**src/rtl/clock_gate_pkg.sv**
```systemverilog
// -----------------------------------------------------------------------------
// clock_gate_pkg
// Shared types and defaults for the clock-gate enable controller.
//   cg_state_e     : FSM state (RUN=0, OFF=1, WAKE=2; encoding 3 unused)
//   DEF_CNT_W      : default idle counter / idle_limit width
//   DEF_WAKE_CYC   : default number of WAKE cycles before clk_ready
//   DEF_STAT_W     : default width of the gated-cycle statistic
//   state_enable() : gating-cell enable implied by a state
//   state_ready()  : clk_ready implied by a state
// -----------------------------------------------------------------------------
package clock_gate_pkg;

  localparam int DEF_CNT_W    = 8;
  localparam int DEF_WAKE_CYC = 2;
  localparam int DEF_STAT_W   = 16;

  typedef enum logic [1:0] {
    ST_RUN  = 2'd0,
    ST_OFF  = 2'd1,
    ST_WAKE = 2'd2
  } cg_state_e;

  // The clock runs in every state except OFF.
  function automatic logic state_enable(input cg_state_e st);
    return (st != ST_OFF);
  endfunction

  // The gated clock is only trusted once WAKE has completed.
  function automatic logic state_ready(input cg_state_e st);
    return (st == ST_RUN);
  endfunction

endpackage

```
**src/rtl/cg_idle_counter.sv**
```systemverilog
// -----------------------------------------------------------------------------
// cg_idle_counter
// Saturating count of consecutive idle cycles with a live limit compare.
// Ports:
//   clk, reset : free-running clock, synchronous active-high reset
//   clr        : force the count to 0 (non-idle cycle, or not in RUN)
//   inc        : count this idle cycle
//   limit      : idle_limit, compared every cycle; 0 disables hit
//   hit        : this increment reaches (or passes) a non-zero limit
// -----------------------------------------------------------------------------
module cg_idle_counter
  import clock_gate_pkg::*;
#(
  parameter int CNT_W = DEF_CNT_W
) (
  input  logic             clk,
  input  logic             reset,
  input  logic             clr,
  input  logic             inc,
  input  logic [CNT_W-1:0] limit,
  output logic             hit
);

  logic [CNT_W-1:0] count_r;
  logic [CNT_W:0]   count_plus_s;
  logic             at_limit_s;

  // One extra bit so the increment never wraps before the compare.
  assign count_plus_s = {1'b0, count_r} + {{CNT_W{1'b0}}, 1'b1};
  // ">=" rather than "==" so a limit lowered below the count still trips.
  assign at_limit_s   = (count_plus_s >= {1'b0, limit});
  assign hit          = inc && at_limit_s && (limit != {CNT_W{1'b0}});

  // Idle count register. Reaching the limit either sleeps (count restarts at 0)
  // or, with limit 0, saturates at the limit which is also 0.
  always_ff @(posedge clk) begin
    if (reset) begin
      count_r <= {CNT_W{1'b0}};
    end else if (clr) begin
      count_r <= {CNT_W{1'b0}};
    end else if (inc) begin
      if (at_limit_s) begin
        count_r <= {CNT_W{1'b0}};
      end else begin
        count_r <= count_plus_s[CNT_W-1:0];
      end
    end else begin
      count_r <= count_r;
    end
  end

endmodule

```
**src/rtl/clock_gate_ctrl.sv**
```systemverilog
// -----------------------------------------------------------------------------
// clock_gate_ctrl
// Idle-detect controller producing the enable of the clock-gating cell.
// Drops enable after idle_limit consecutive idle cycles, re-raises it on
// activity/force_on and signals clk_ready after WAKE_CYC settle cycles.
// Optional feature macro: CG_STATS_EN (adds the gated_cycles counter/port).
// Ports:
//   clk, reset    : free-running clock, synchronous active-high reset
//   activity      : gated-domain work pending
//   force_on      : keep the clock running (acts like activity)
//   idle_limit    : idle cycles before gating, 0 disables gating
//   enable        : registered gating-cell enable
//   clk_ready     : registered, gated clock stable and running
//   state         : current FSM state (debug)
//   gated_cycles  : saturating count of enable=0 cycles (CG_STATS_EN only)
// -----------------------------------------------------------------------------
module clock_gate_ctrl
  import clock_gate_pkg::*;
#(
  parameter int CNT_W    = DEF_CNT_W,
  parameter int WAKE_CYC = DEF_WAKE_CYC,
  parameter int STAT_W   = DEF_STAT_W
) (
  input  logic             clk,
  input  logic             reset,
  input  logic             activity,
  input  logic             force_on,
  input  logic [CNT_W-1:0] idle_limit,
  output logic             enable,
  output logic             clk_ready,
  output logic [1:0]       state
`ifdef CG_STATS_EN
  ,
  output logic [STAT_W-1:0] gated_cycles
`endif
);

  localparam logic [3:0] WAKE_LAST = 4'(WAKE_CYC);

  logic [1:0] state_r;
  cg_state_e  next_state_s;
  logic [3:0] wake_cnt_r;
  logic [3:0] wake_nxt_s;
  logic       enable_r;
  logic       clk_ready_r;
  logic       idle_s;
  logic       cnt_inc_s;
  logic       cnt_clr_s;
  logic       hit_s;

  assign idle_s    = !activity && !force_on;
  // Counting only happens in RUN; every other state keeps the count at 0,
  // which also restarts it on re-entry to RUN.
  assign cnt_inc_s = (state_r == ST_RUN) && idle_s;
  assign cnt_clr_s = !cnt_inc_s;

  cg_idle_counter #(
    .CNT_W (CNT_W)
  ) u_idle_counter (
    .clk   (clk),
    .reset (reset),
    .clr   (cnt_clr_s),
    .inc   (cnt_inc_s),
    .limit (idle_limit),
    .hit   (hit_s)
  );

  // Next-state and wake-counter logic.
  always_comb begin
    next_state_s = ST_RUN;
    wake_nxt_s   = 4'd0;
    case (state_r)
      ST_RUN: begin
        // hit_s is only ever set on an idle cycle, so activity on the
        // threshold cycle keeps us in RUN.
        if (hit_s) begin
          next_state_s = ST_OFF;
        end else begin
          next_state_s = ST_RUN;
        end
      end
      ST_OFF: begin
        if (idle_s) begin
          next_state_s = ST_OFF;
        end else begin
          next_state_s = ST_WAKE;
          wake_nxt_s   = 4'd1;
        end
      end
      ST_WAKE: begin
        if (wake_cnt_r >= WAKE_LAST) begin
          next_state_s = ST_RUN;
        end else begin
          next_state_s = ST_WAKE;
          wake_nxt_s   = wake_cnt_r + 4'd1;
        end
      end
      default: begin
        next_state_s = ST_RUN;
      end
    endcase
  end

  // State, wake counter and outputs; outputs are decoded from the next state
  // so they are plain flops aligned with the state register.
  always_ff @(posedge clk) begin
    if (reset) begin
      state_r     <= ST_RUN;
      wake_cnt_r  <= 4'd0;
      enable_r    <= 1'b1;
      clk_ready_r <= 1'b1;
    end else begin
      state_r     <= next_state_s;
      wake_cnt_r  <= wake_nxt_s;
      enable_r    <= state_enable(next_state_s);
      clk_ready_r <= state_ready(next_state_s);
    end
  end

  assign enable    = enable_r;
  assign clk_ready = clk_ready_r;
  assign state     = state_r;

`ifdef CG_STATS_EN
  logic [STAT_W-1:0] gated_cnt_r;

  // Saturating count of cycles spent with the registered enable low.
  always_ff @(posedge clk) begin
    if (reset) begin
      gated_cnt_r <= {STAT_W{1'b0}};
    end else if (!enable_r && (gated_cnt_r != {STAT_W{1'b1}})) begin
      gated_cnt_r <= gated_cnt_r + {{(STAT_W-1){1'b0}}, 1'b1};
    end else begin
      gated_cnt_r <= gated_cnt_r;
    end
  end

  assign gated_cycles = gated_cnt_r;
`endif

endmodule

```
**config.mk**
```make
export PLATFORM = sky130hd
export DESIGN_NAME = clock_gate_ctrl
export DESIGN_NICKNAME = d
export VERILOG_FILES = /design/src/rtl/clock_gate_pkg.sv /design/src/rtl/cg_idle_counter.sv /design/src/rtl/clock_gate_ctrl.sv
export SDC_FILE = /design/constraint.sdc
export NUM_CORES = 1
export LEC_CHECK = 0
export BUFFER_PORTS_ARGS = -buffer_cell sky130_fd_sc_hd__buf_2
export CORE_MARGIN = 3
export CORE_UTILIZATION = 48
export DETAILED_ROUTE_END_ITERATION = 6
export PLACE_DENSITY = 0.71
export SYNTH_ARGS = -nofsm -noshare
export SYNTH_HDL_FRONTEND = slang
export SYNTH_SLANG_ARGS = --single-unit
```
**constraint.sdc**
```tcl
create_clock -name clk -period 2.4 [get_ports clk]
set_input_delay 0.12 -clock clk [delete_from_list [all_inputs] [get_ports clk]]
set_output_delay 0.12 -clock clk [all_outputs]
set_load 0.01 [all_outputs]
```
# [Yosys cells after proc, flatten, opt, wreduce, memory -nomap -nowiden]
# Index checks and enable logic that the tools add are counted.
[op_classes] n_bitwise=1 n_mux=7 n_lt_le_gt_ge=2 reduce_logical=10 eq_ne=3 n_addsub=2
[ops] operator="$add 8x1->9 const B" n=1
[ops] operator="$ge 9x8->1" n=1
[ops] operator="$pmux 4 s2" n=1
[ops] operator="$reduce_bool 8->1" n=1
[ops] operator="$pmux 2 s3" n=1
[ops] operator="$add 4x1->4 const B" n=1
[ops] operator="$ge 4x2->1 const B" n=1
[ops] operator="$logic_and 1x1->1" n=4
[ops] operator="$logic_not 2->1" n=2
[ops] operator="$mux 2" n=2
[ops] operator="$mux 4" n=1
[ops] operator="$reduce_or 3->1" n=1
[ops] operator="$eq 2x1->1 const B" n=1
[ops] operator="$eq 2x2->1 const B" n=1
[ops] operator="$logic_not 1->1" n=2
[ops] operator="$mux 1" n=2
[ops] operator="$ne 2x1->1 const B" n=1
[ops] operator="$not 1->1" n=1
[word_totals] reg_bits=16 out_inout_bits=4

# [Longest topological paths before layout]
[depth] ltp_word=8 mapped_depth=10 ltp_nobuf=10

# [Modules after synthesis]
# Synthesis repeated with hierarchy kept, for this count alone.
[unflattened] hier_cells=110 area_unflattened_um2=1031.0
[by_module_without_submodules] module="cg_idle_counter" area_each_um2=658.1 cells_per_inst=71 seq_area_each_um2=160.2 instances=1
[by_module_without_submodules] module="clock_gate_ctrl" area_each_um2=372.9 cells_per_inst=39 seq_area_each_um2=160.2 instances=1

# [Worst setup path after synthesis]
# No wires, ideal clock.
[synth_path] path_type="register to register" from="register u_idle_counter.count_r[0]" to="register u_idle_counter.count_r[2]" arrival_time_ns=2.331 setup_ns=0.064 stages_incl_launch_ff=11 required_time_ns=2.336 setup_slack_ns=0.006 cell_sequence="dfxtp_1 > ha_1 > nand3_1 > nor2_1 > xor2_1 > ha_1 > and3_1 > a221o_1 > a31oi_4 > nand3_4 > nor2b_2"
[synth_via] elab_chain_cells=3
[synth_lines] item="start, declared" line_no="cg_idle_counter.sv:24" rtl="logic [CNT_W-1:0] count_r;"
[synth_lines] item="start signal, assigned" line_no="cg_idle_counter.sv:38" rtl="count_r <= {CNT_W{1'b0}};"
[synth_lines] item="start signal, assigned" line_no="cg_idle_counter.sv:40" rtl="count_r <= {CNT_W{1'b0}};"
[synth_lines] item="start signal, assigned" line_no="cg_idle_counter.sv:43" rtl="count_r <= {CNT_W{1'b0}};"
[synth_lines] item="$add 8x1->9" line_no="cg_idle_counter.sv:29" rtl="assign count_plus_s = {1'b0, count_r} + {{CNT_W{1'b0}}, 1'b1};"
[synth_lines] item="via u_idle_counter.count_plus_s[6]" line_no="cg_idle_counter.sv:25" rtl="logic [CNT_W:0] count_plus_s;"
[synth_lines] item="$ge 9x8->1" line_no="cg_idle_counter.sv:31" rtl="assign at_limit_s = (count_plus_s >= {1'b0, limit});"
[synth_lines] item="$reduce_or 3->1 (no source line)"
# The timed path passes the listed nets, and every way through them passes these cells.
# A chain may end at the register's enable or synchronous reset.

# [Worst setup path after layout]
[layout_path] from="register u_idle_counter.count_r[1]" to="register u_idle_counter.count_r[4]"
# The elaborated chain is that of the path after synthesis.

==> results.ini <==
[drt]
postRouteAntennaNets=0
routedWlPerCell_um=13.7
viasPerCell=5.05
drtIter0Drc=10
drtPass1Iterations=4
remaining_drc_errors=0
vias=768
wirelength_um=2080

[global_routing]
grt_pass1_wl_um=2990
antenna_found_initial=0
grtUsageTotal_pct=15.6
gr-total-overflow=0
grt_max_degree=9
grt_pass1_vias=690

[yosys]
async_flop_share_pct=0
ys_seq_area_share_pct=33.9
synth_top_area_cell=dfxtp_1
syn_area_um2=946
synth_top_area_share_pct=33.9
avgSynthCellArea_um2=9.55
yosys_warnings=0
ys_types=29
synthesis.nets=126
yosys-top-cells-count=16 x dfxtp_1, 15 x ha_1, 12 x inv_1
ys_top_cells_by_area=dfxtp_1 34%, ha_1 20%, nor2b_2 5.6%
synth_cells=99
yosys_most_used_dff=dfxtp_1
yosysMostFrequentCell=dfxtp_1
ys_ff_latch=16
synth_edf_count=0

[worst_setup_path]
criticalPathCategory=flip-flop to flip-flop
arrival_ps=2650
worstPathRequired_ps=2610
critPathLaunchType=flip-flop
critPathCaptureType=flip-flop
path_max_fanout=8

[clock_network]
clockRootBuffer=clkbuf_4
clkLatencyLatePin_ps=280
cts_max_path_buffers=2
cts_htree_levels=1
cts_tree=yes
cts_buffers=3
clock_sinks=16
clkTransAtPathRegs_ps=90
hold_buffers=0

[die]
core_area_mm2=0.00180
die_h_um=50.4
initial_core_util_pct=52.5
rows=15
die_w_um=50.4
dieArea_mm2=0.00254
io_pins=16

[timing]
drv_slew=0
setup_slack_ps=-44.5
worstMarginPinSlew_ps=508
hold_viol_final=0
max_freq_ghz=0.409
setup_viol=8
fin_crit_sh_pct=102
rsz0062_at_grt=true
max_slew_margin_pct=65.8
clock_skew_ps=8.39
post-route-min-period_ps=2440
finalSetupTns_ps=-203

[status]
violations=setup timing
outcome=complete, but fails checks

[final_layout]
fill_cells=157
multi_input_area_um2=673
seq_area_um2=334
nets=156
final_layout_size_suffix_gt1_share_pct=42.5
stdcell_area_mm2=0.00126
n_antenna_cell=0
synthToLayoutAreaGrowth_pct=32.8

[placement]
gp_congestion=0.749
place_ws_ps=-56.5
dp_hpwl_um=1460
post_dp_cell_area_mm2=0.00108
io_buffers=15

[power]
peakVddDrop_mv=0.316
p_leak_nw=0.585
power_w=0.000446
p_per_area_mw_per_mm2=355

[flow_run]
drv_cap=0

[min_path]
min_path_type=primary input to flip-flop

-- repair_timing --
action / 4_1_cts / 5_1_grt
endpoints found under the hold margin: 0 / 0
gates resized for setup: 4 / 20
pin swaps: 3 / 9
gates cloned: 0 / 0
buffers inserted: 0 / 6
endpoints found under the setup margin: 8 / 11
-- cell usage in the layout (no fill, tap or decap), types with 2 or more instances in the layout --
cell type	synthesis	layout
nor2b_2	6	6
buf_2	0	15
clkbuf_4	0	3
xor2_2	0	2
xnor2_2	0	2
dfxtp_1	16	11
o21ai_0	5	5
ha_1	15	14
nor2_2	2	2
buf_4	0	10
nand3_4	1	3
dfxtp_2	0	2
dfxtp_4	0	3
a21o_1	2	2
a21oi_1	3	3
nand2b_1	2	2
nor2_4	0	2
nand2_1	5	5
and3_4	0	2
inv_1	12	12
nor4_1	3	3
-- power breakdown --
part	leakage, nW	switching (W)	internal (W)	total, W
clock	0.0138	0.0000809	0.0000582	0.000139
combinational	0.438	0.0000215	0.0000191	0.0000406
sequential	0.133	0.00000158	0.000264	0.000266
total	0.585	0.000104	0.000342	0.000446
-- cells by family (layout without fill, tap and decap cells) --
kind of cell / count (synthesis) / after routing / share of synthesized area [%]
AO/OA/AOI/OAI: 15 / 15 / 11.6
other: 1 / 1 / 0.396
adder cells (fa/ha/maj): 15 / 15 / 19.8
XOR/XNOR: 6 / 6 / 5.56
flip-flops: 16 / 16 / 33.9
buffers and inverters: 12 / 40 / 4.76
AND/OR/NAND/NOR: 34 / 34 / 23.9
-- routing by layer --
metal  share of wire [%]  vias to the layer above  GRT usage (%)
met3                 3.4                        4           4.45
met4                 1.5                        0           2.69
met5                   0                        -              0
met2                  50                       15           24.6
li1                    -                      392              -
met1                  45                      357           21.4
-- final cells by class --
type                    count  share of cell area [%]
inverters                  12                    3.59
multi-input cells          71                    53.6
repair buffers             25                    12.0
flip-flops and latches     16                    26.6
well taps                  25                    2.49
clock buffers               3                    1.79
-- registers in the layout, indices dropped and copies added (netlist names) --
register,cells
state,2
enable,1
clk_ready,1
u_idle_counter.count_r,8
wake_cnt_r,4
-- worst max-delay path, stage by stage, from the launching register on --
cell and delay [ps]:
dfxtp_4 380, and3_4 200, nand3_4 90, nor2_4 120, xor2_2 190, ha_1 270, and3_4 190, a221o_1 380
a31oi_4 200, nand3_4 180, nor2b_2 180
-- stage by stage --
stage | util, % | hold WS [ps] | instances
after global placement | 60.1 | 357 | 143
after CTS | 61.9 | 55.0 | 146
after detailed placement | 60.1 | 359 | 143
final | 69.7 | 61.1 | 152
after global routing | 69.7 | 71.0 | 152
after floorplan | - | 196 | 99
-- path summary, 6_finish.rpt --
kind | start | end | slack (ps) | cells past startpoint
max | u_idle_counter.count_r[1]$_SDFF_PP0_ | u_idle_counter.count_r[4]$_SDFF_PP0_ | -40 | 10
min | reset | wake_cnt_r[2]$_SDFF_PP0_ | 60 | 2
max reg2reg | u_idle_counter.count_r[1]$_SDFF_PP0_ | u_idle_counter.count_r[4]$_SDFF_PP0_ | -40 | 10
min reg2reg | wake_cnt_r[1]$_SDFF_PP0_ | wake_cnt_r[1]$_SDFF_PP0_ | 570 | 2
(Power assumes the default switching activity.)
